**config.mk**
```make
export PLATFORM = sky130hd
export DESIGN_NAME = vga_char_render_flat
export DESIGN_NICKNAME = d
export VERILOG_FILES = /design/src/rtl/vga_char_render_if.sv /design/src/rtl/vga_char_render.sv /design/src/flat_wrapper.sv
export SDC_FILE = /design/constraint.sdc
export NUM_CORES = 1
export LEC_CHECK = 0
export ABC_AREA = 1
export ABC_CLOCK_PERIOD_IN_PS = 1500
export CORE_ASPECT_RATIO = 1.25
export CORE_MARGIN = 3
export CORE_UTILIZATION = 41
export CTS_CLUSTER_DIAMETER = 30
export DETAILED_ROUTE_END_ITERATION = 10
export PLACE_DENSITY_LB_ADDON = 0.12
export SLEW_MARGIN = 20
export SYNTH_ARGS = -nofsm -noshare
export SYNTH_HDL_FRONTEND = slang
export SYNTH_SLANG_ARGS = --single-unit
export TNS_END_PERCENT = 20
```
**constraint.sdc**
```tcl
create_clock -name px_clk -period 1.5 [get_ports px_clk]
set_input_delay 0.15 -clock px_clk [delete_from_list [all_inputs] [get_ports px_clk]]
set_output_delay 0.15 -clock px_clk [all_outputs]
set_load 0.05 [all_outputs]
```
**src/rtl/vga_char_render_if.sv**
```systemverilog
// Per-pixel bundle between the text components, the font ROM and the renderer.
// The master drives beam/character info and serves the ROM; the slave is the renderer.
interface vga_char_render_if;
   logic [9:0]  x;
   logic [9:0]  y;
   logic        hsync_in;
   logic        vsync_in;
   logic        de_in;
   logic [7:0]  char_in;
   logic        h2a;
   logic [2:0]  color_in;
   logic [1:0]  zoom_in;
   logic        blink_in;
   logic [10:0] font_addr;
   logic [7:0]  font_data;
   logic [2:0]  rgb;
   logic        hsync;
   logic        vsync;
   logic        de;

   modport master (
      output x, y, hsync_in, vsync_in, de_in, char_in, h2a, color_in, zoom_in, blink_in,
      output font_data,
      input  font_addr, rgb, hsync, vsync, de
   );

   modport slave (
      input  x, y, hsync_in, vsync_in, de_in, char_in, h2a, color_in, zoom_in, blink_in,
      input  font_data,
      output font_addr, rgb, hsync, vsync, de
   );
endinterface

```
**src/rtl/vga_char_render.sv**
```systemverilog
// Character pixel stage: hex->ASCII, font ROM row fetch, pixel select, blink and
// sync/DE delay. Beam position to rgb is 3 px_clk cycles.
`ifndef BLACK
`define BLACK 3'b000
`endif

module vga_char_render #(
   parameter logic [2:0]  BG_COLOR     = `BLACK,
   parameter int unsigned BLINK_FRAMES = 30
) (
   input logic              px_clk,
   input logic              reset,
   vga_char_render_if.slave bus
);

   localparam logic [7:0] LAST_FRAME = 8'(BLINK_FRAMES - 1);

   // Stage A: beam position and timing
   logic [9:0] x_a, y_a;
   logic       hs_a, vs_a, de_a;

   // Stage B: ROM address plus the attributes that travel with it
   logic [10:0] font_addr_q;
   logic [2:0]  col_b, color_b;
   logic        blink_b, hs_b, vs_b, de_b;

   // Stage C: aligned with the ROM's registered output
   logic [2:0]  col_c, color_c;
   logic        blink_c, hs_c, vs_c, de_c;

   logic        vs_prev, blink_off;
   logic [7:0]  frame_cnt;

   logic [3:0]  nib;
   logic [7:0]  ascii;
   logic [9:0]  x_zoom, y_zoom;
   logic        pix, vsync_rise;
   logic [2:0]  rgb_c;

   always_comb begin
      nib = bus.char_in[3:0];
      if (bus.h2a) begin
         ascii = (nib < 4'd10) ? (8'h30 + {4'h0, nib}) : (8'h37 + {4'h0, nib});
      end else begin
         ascii = bus.char_in;
      end
      x_zoom     = x_a >> bus.zoom_in;
      y_zoom     = y_a >> bus.zoom_in;
      vsync_rise = bus.vsync_in && !vs_prev;
      pix        = bus.font_data[3'd7 - col_c];
   end

   always_ff @(posedge px_clk or posedge reset) begin
      if (reset) begin
         x_a         <= '0;
         y_a         <= '0;
         hs_a        <= 1'b0;
         vs_a        <= 1'b0;
         de_a        <= 1'b0;
         font_addr_q <= '0;
         col_b       <= '0;
         color_b     <= '0;
         blink_b     <= 1'b0;
         hs_b        <= 1'b0;
         vs_b        <= 1'b0;
         de_b        <= 1'b0;
         col_c       <= '0;
         color_c     <= '0;
         blink_c     <= 1'b0;
         hs_c        <= 1'b0;
         vs_c        <= 1'b0;
         de_c        <= 1'b0;
      end else begin
         x_a         <= bus.x;
         y_a         <= bus.y;
         hs_a        <= bus.hsync_in;
         vs_a        <= bus.vsync_in;
         de_a        <= bus.de_in;
         font_addr_q <= {ascii, y_zoom[2:0]};
         col_b       <= x_zoom[2:0];
         color_b     <= bus.color_in;
         blink_b     <= bus.blink_in;
         hs_b        <= hs_a;
         vs_b        <= vs_a;
         de_b        <= de_a;
         col_c       <= col_b;
         color_c     <= color_b;
         blink_c     <= blink_b;
         hs_c        <= hs_b;
         vs_c        <= vs_b;
         de_c        <= de_b;
      end
   end

   // A vsync edge that also wraps the counter is one event: one toggle.
   always_ff @(posedge px_clk or posedge reset) begin
      if (reset) begin
         vs_prev   <= 1'b0;
         frame_cnt <= '0;
         blink_off <= 1'b0;
      end else begin
         vs_prev <= bus.vsync_in;
         if (vsync_rise) begin
            if (frame_cnt == LAST_FRAME) begin
               frame_cnt <= '0;
               blink_off <= ~blink_off;
            end else begin
               frame_cnt <= frame_cnt + 8'd1;
            end
         end
      end
   end

   // rgb is formed from the ROM's registered row; de_c gating forces 0 under reset.
   always_comb begin
      if (!de_c) begin
         rgb_c = 3'b000;
      end else if (color_c == `BLACK || !pix || (blink_c && blink_off)) begin
         rgb_c = BG_COLOR;
      end else begin
         rgb_c = color_c;
      end
   end

   assign bus.font_addr = font_addr_q;
   assign bus.rgb       = rgb_c;
   assign bus.hsync     = hs_c;
   assign bus.vsync     = vs_c;
   assign bus.de        = de_c;

endmodule

```
**src/flat_wrapper.sv**
```systemverilog
// flat-port wrapper written by rule: the top's interface ports become plain ports
module vga_char_render_flat 
#(
   parameter logic [2:0]  BG_COLOR     = `BLACK,
   parameter int unsigned BLINK_FRAMES = 30
)
  (px_clk, reset, bus_x, bus_y, bus_hsync_in, bus_vsync_in, bus_de_in, bus_char_in, bus_h2a, bus_color_in, bus_zoom_in, bus_blink_in, bus_font_data, bus_font_addr, bus_rgb, bus_hsync, bus_vsync, bus_de);
  vga_char_render_if bus_i ();
  input logic px_clk;
  input logic reset;
  input wire logic [$bits(bus_i.x)-1:0] bus_x;
  input wire logic [$bits(bus_i.y)-1:0] bus_y;
  input wire logic [$bits(bus_i.hsync_in)-1:0] bus_hsync_in;
  input wire logic [$bits(bus_i.vsync_in)-1:0] bus_vsync_in;
  input wire logic [$bits(bus_i.de_in)-1:0] bus_de_in;
  input wire logic [$bits(bus_i.char_in)-1:0] bus_char_in;
  input wire logic [$bits(bus_i.h2a)-1:0] bus_h2a;
  input wire logic [$bits(bus_i.color_in)-1:0] bus_color_in;
  input wire logic [$bits(bus_i.zoom_in)-1:0] bus_zoom_in;
  input wire logic [$bits(bus_i.blink_in)-1:0] bus_blink_in;
  input wire logic [$bits(bus_i.font_data)-1:0] bus_font_data;
  output wire logic [$bits(bus_i.font_addr)-1:0] bus_font_addr;
  output wire logic [$bits(bus_i.rgb)-1:0] bus_rgb;
  output wire logic [$bits(bus_i.hsync)-1:0] bus_hsync;
  output wire logic [$bits(bus_i.vsync)-1:0] bus_vsync;
  output wire logic [$bits(bus_i.de)-1:0] bus_de;
  assign bus_i.x = bus_x;
  assign bus_i.y = bus_y;
  assign bus_i.hsync_in = bus_hsync_in;
  assign bus_i.vsync_in = bus_vsync_in;
  assign bus_i.de_in = bus_de_in;
  assign bus_i.char_in = bus_char_in;
  assign bus_i.h2a = bus_h2a;
  assign bus_i.color_in = bus_color_in;
  assign bus_i.zoom_in = bus_zoom_in;
  assign bus_i.blink_in = bus_blink_in;
  assign bus_i.font_data = bus_font_data;
  assign bus_font_addr = bus_i.font_addr;
  assign bus_rgb = bus_i.rgb;
  assign bus_hsync = bus_i.hsync;
  assign bus_vsync = bus_i.vsync;
  assign bus_de = bus_i.de;
  vga_char_render #(.BG_COLOR(BG_COLOR), .BLINK_FRAMES(BLINK_FRAMES)) u_core (.px_clk(px_clk), .reset(reset), .bus(bus_i));
endmodule
```
Yosys cells after proc, flatten, opt, wreduce, memory -nomap -nowiden
Cells that the tools add are included.
{ "totals": {"wordCells": 45, "output_inout_bits": 17, "input_bits": 48, "ff_bits": 63} }
{ "classes": {"order_cmp": 2, "n_mux": 7, "n_addsub": 4, "bitwise_logic": 1, "shift": 2, "eq_ne": 1, "n_reduce_logical": 8} }
{ "ops": {"columns": ["operator", "count"], "rows": [
  ["2-to-1 mux 8 bit", 3],
  [">> shifter 10 x 2 -> 3 bit", 2],
  ["adder 6 x 4 -> 7 bit, first input constant", 2],
  ["adder 8 x 1 -> 8 bit, second input constant", 1],
  ["equality test 8 x 5 -> 1 bit, second input constant", 1],
  ["2-to-1 mux 3 bit", 2],
  ["< comparator 3 x 4 -> 1 bit, second input constant", 1],
  ["< comparator 4 bit, second input constant", 1],
  ["binary-select mux 1 bit (select 3 bit)", 1],
  ["zero test 3 bit", 1],
  ["subtractor 3 bit, first input constant", 1],
  ["logical AND 1 bit", 2],
  ["zero test 1 bit", 2],
  ["logical OR 1 bit", 2],
  ["AND reduction 2 bit", 1],
  ["2-to-1 mux 1 bit", 1],
  ["inverter 1 bit", 1]
]} }

Logic depth before layout (Yosys ltp)
{ "logic_depth": {"depth_word": 8, "ltp_mapped": 8, "mapped_depth_nobuf": 8} }

Worst setup path after synthesis
OpenSTA, ideal clock, no wires.
{ "synth_timing": {"kind": "register to output", "start": "reg u_core.col_c[0]", "end": "out bus_rgb[0]", "slack_ns": -0.075, "required_time_ns": 1.350, "arrival_time_ns": 1.425, "path_buffers": 0, "stages_incl_launch_ff": 8, "path_cell_list": "dfrtp_1 inv_2 nand2_1 nand3_1 nand2_1 nand2_1 nand3_1 nor2_1"} }
{ "synth_between": {"elab_chain_len": 8} }
{ "synth_rtl": {"columns": ["item", "line", "text"], "rows": [
  ["start, declared", "vga_char_render.sv:28", "logic [2:0] col_c, color_c;"],
  ["start signal, assigned", "vga_char_render.sv:86", "col_c <= col_b;"],
  ["subtractor 3 bit", "vga_char_render.sv:50", "pix = bus.font_data[3'd7 - col_c];"],
  ["binary-select mux 1 bit (select 3 bit)", "vga_char_render.sv:50", null],
  ["2-to-1 mux 1 bit (not written as such)", "vga_char_render.sv:50", null],
  ["zero test 1 bit", "vga_char_render.sv:118", "end else if (color_c == `BLACK || !pix || (blink_c && blink_off)) begin"],
  ["logical OR 1 bit (2 in a row)", "vga_char_render.sv:118", null],
  ["2-to-1 mux 3 bit", "vga_char_render.sv:118", null],
  ["2-to-1 mux 3 bit", "vga_char_render.sv:116", "if (!de_c) begin"],
  ["end, declared", "flat_wrapper.sv:23", "output wire logic [$bits(bus_i.rgb)-1:0] bus_rgb;"]
]} }
Every way passes these cells. The select of a mux whose other input is x is not followed.

Final worst setup path
{ "layout_timing": {"start": "reg u_core.col_c[0]", "end": "out bus_rgb[1]"} }
The elaborated chain is that of the path after synthesis.

==> out/results.txt <==
unrepaired setup endpoints after global routing = true
Detailed Route Iter0 Violations = 27
Placement Setup Slack = 0.03020 ns
Congestion Overflow GR = 0
Starting Density = 43.04%
Die Wd = 69.49 µm
Buf+Inv Stages, Crit Path = 2
power share of the combinational group = 21.8%
Cell variety after synth = 29
Req. time, crit path = 1.35 ns
Post-Synthesis Cells = 189
Clock power frac = 26.7%
WL final = 3.503 mm
post-synth top area share = 66.63%
Post-Synth Simple-Gate Area = 14.90%
largest cells by area after synthesis = dfrtp_1 (67%), nand2_1 (5.3%), nand3_1 (3.1%)
layout cell share with drive strength beyond 1 = 19.20%
Critical Path AT = 1.45 ns
first-pass GRT wire length = 6.078 mm
crit path time final = 1.597 ns
Synthesis Warnings = 0
post-layout util = 59.25%
Row Count = 28
CP peak stage delay = 0.43 ns
worst-path fanout max = 5
pin count of the biggest net entering global routing = 56
CTS Sinks = 55
most frequent cells in the layout = dfrtp_1 (55), clkdlybuf4s50_1 (39), nand2_1 (27)
CTS H-tree depth = 2
nets = 301
buffers added on ports = 56
crit-path most repeated cell = nand2_1
WL/cell = 11.30 µm
Critical Path Start Type = flip-flop
DIE HEIGHT = 85.36 µm
placed cells = 303
final hold violation count = 0
clock root buffer = clkbuf_8
Seq pwr share = 51.5%
CP cell instances = inv_2 -> nand2_1 -> nand3_1 -> nand2_1 -> nand2_2 -> nand3_4 -> nor2_4 -> buf_12
leakage = 1.331 nW
DR vias/cell = 4.658
Final Hold Slack = 0.2057 ns
worst setup margin = -0.09712 ns
synth-to-layout area growth = 37.67%
Num CTS Buffers = 5
number of global-route vias before repair = 1,478
Post-route DRC = 0
synthesized area = 2066 µm²
Slew HR = 76.62%
setup repair bufs after CTS = 0
multiplexer share of the synthesized area = 0.9691%
Longest Clk Path Bufs = 2
largest family of logic cells by synthesized area = simple AND/OR/NAND/NOR gates
post-synthesis adder-cell area fraction = 1.817%
ANT cells = 0
Non-Filler Instances = 310
total track usage = 12.91%
most common cell after layout, fill and taps aside = dfrtp_1
flop2flop setup slack = 0.31 ns
final slew viol count = 0
failing checks = setup timing
post-synthesis xor/xnor area fraction = 1.635%
die area = 5931 µm²
critical path's top delay family = simple AND/OR/NAND/NOR gates
Compound-Gate Fraction of Synth Area = 8.722%
drt pass-1 iters = 4
clock transition at the registers of the reported paths = 0.08 ns
Net Sw Power = 0.0009417 W
worst clock skew = 0.002502 ns
Peak VDD IR = 772.4 µV
post-synthesis area per instance = 10.93 µm²
post-route setup TNS = -0.2884 ns
antenna violations before repair = 0
critical path's slowest cell = dfrtp_1
TritonCTS clock tree = done
Sw Ratio = 27.85%
fin crit share = 106.5%
post-synth top area cell = dfrtp_1
Final setup viols = 3
clk_lat worst skew = 0.29 ns
Worst Path Class, Setup = reg2out
Synth Register Bits = 55
fmax = 0.6261 GHz
routability cong. = 0.8154
pwr dens = 1189 nW/µm²
Via Count = 1,444
Hold/Removal Path Class = in2async
Pint = 0.002440 W
Std-Cell Core Area = 4800 µm²
post-route ant nets = 0
num ports = 65
Seq/Total Area, Yosys = 66.63%
worst slew pin tran = 0.3495 ns
CP endpoint kind = output pin
outcome = finished, violations left
max cap viols = 0
Detailed Place HPWL = 2.729 mm
Syn Nets = 240
==> layer usage <==
layer  track usage [%]  wire length (µm)  vias up
met5                 0                 0        -
met4             4.263                50        0
met3             5.806               307        5
met2             23.78              1749       45
met1             12.79              1396      669
li1                  -                 -      725
==> logic make-up after synthesis <==
logic type	Yosys count
xor gates and xnor gates	3
AOI/OAI and AO/OA	31
and+or+nand+nor	68
muxes	2
DFF	55
adders and majority gates	3
buffers and inverters	27
==> power by group through the flow <==
| stage | Clock (W) | Sequential [W] | Combinational [W] |
|---|---|---|---|
| detailed placement | 0 | 0.00177 | 0.000714 |
| global route | 0.00101 | 0.00177 | 0.000813 |
| global placement | 0 | 0.00177 | 0.000702 |
| CTS | 0.000945 | 0.00175 | 0.000748 |
| finish | 0.000903 | 0.00174 | 0.000736 |
| floorplan | 0 | 0.00185 | 0.000363 |
==> registers in the layout, summed over array words and instances (netlist names), 3 cells and up <==
register	count
u_core.y_a	6
u_core.bus.font_addr	11
u_core.col_c	3
u_core.color_c	3
u_core.x_a	6
u_core.color_b	3
u_core.frame_cnt	8
u_core.col_b	3
==> repair_timing <==
| item | CTS | global route |
|---|---|---|
| endpoints found under the setup margin | 3 | 3 |
| hold buffers | 0 | 0 |
| pin swaps | 2 | 1 |
| gates resized for setup | 10 | 0 |
==> per-stage QoR <==
step,area [µm²],power (W)
after floorplan,2066,0.002218
after global placement,2701,0.002471
after detailed placement,2701,0.002488
after CTS,2844,0.003440
after global routing,2844,0.003589
final,2844,0.003382
==> final cells by class <==
cell class	instances	area, µm²
multi-input combinational	107	619.3
clock buffer	6	72.57
timing repair buffer	57	575.6
clock inverter	1	30.03
fill	405	1956
tap	60	75.07
inverter	24	95.09
sequential	55	1376
==> worst reg2reg max path, delay by kind of cell (launching register included) <==
kind | cells | cell delay (ns)
flip-flops | 1 | 0.40
AND/OR/NAND/NOR | 4 | 0.37
adder cells (fa/ha/maj) | 1 | 0.15
buffers and inverters | 1 | 0.08
AO/OA/AOI/OAI | 1 | 0.08
==> synth_stat cells, drive strengths merged <==
| cell | number |
|---|---|
| a21boi | 2 |
| o22ai | 4 |
| mux2i | 2 |
| nand3 | 13 |
| or2 | 1 |
| xnor2 | 2 |
| o21a | 2 |
| nor3 | 1 |
| dfrtp | 55 |
| inv | 24 |
| o21ai | 14 |
| a21oi | 6 |
| a22oi | 2 |
| xor2 | 1 |
| a31oi | 1 |
| buf | 3 |
| nand4 | 1 |
| ha | 3 |
| nand2 | 33 |
| nor2 | 19 |
==> worst paths after layout <==
check,startpoint,endpoint,cells past startpoint
max,u_core.col_c[0],bus_rgb[1],8
min,reset,u_core.frame_cnt[2],3
max reg2reg,u_core.frame_cnt[1],u_core.frame_cnt[4],7
min reg2reg,u_core.de_b,u_core.bus.de,0
max in group asynchronous,reset,u_core.hs_b,3
min in group px_clk,bus_y[1],u_core.y_a[1],1
(Power assumes the default switching activity.)
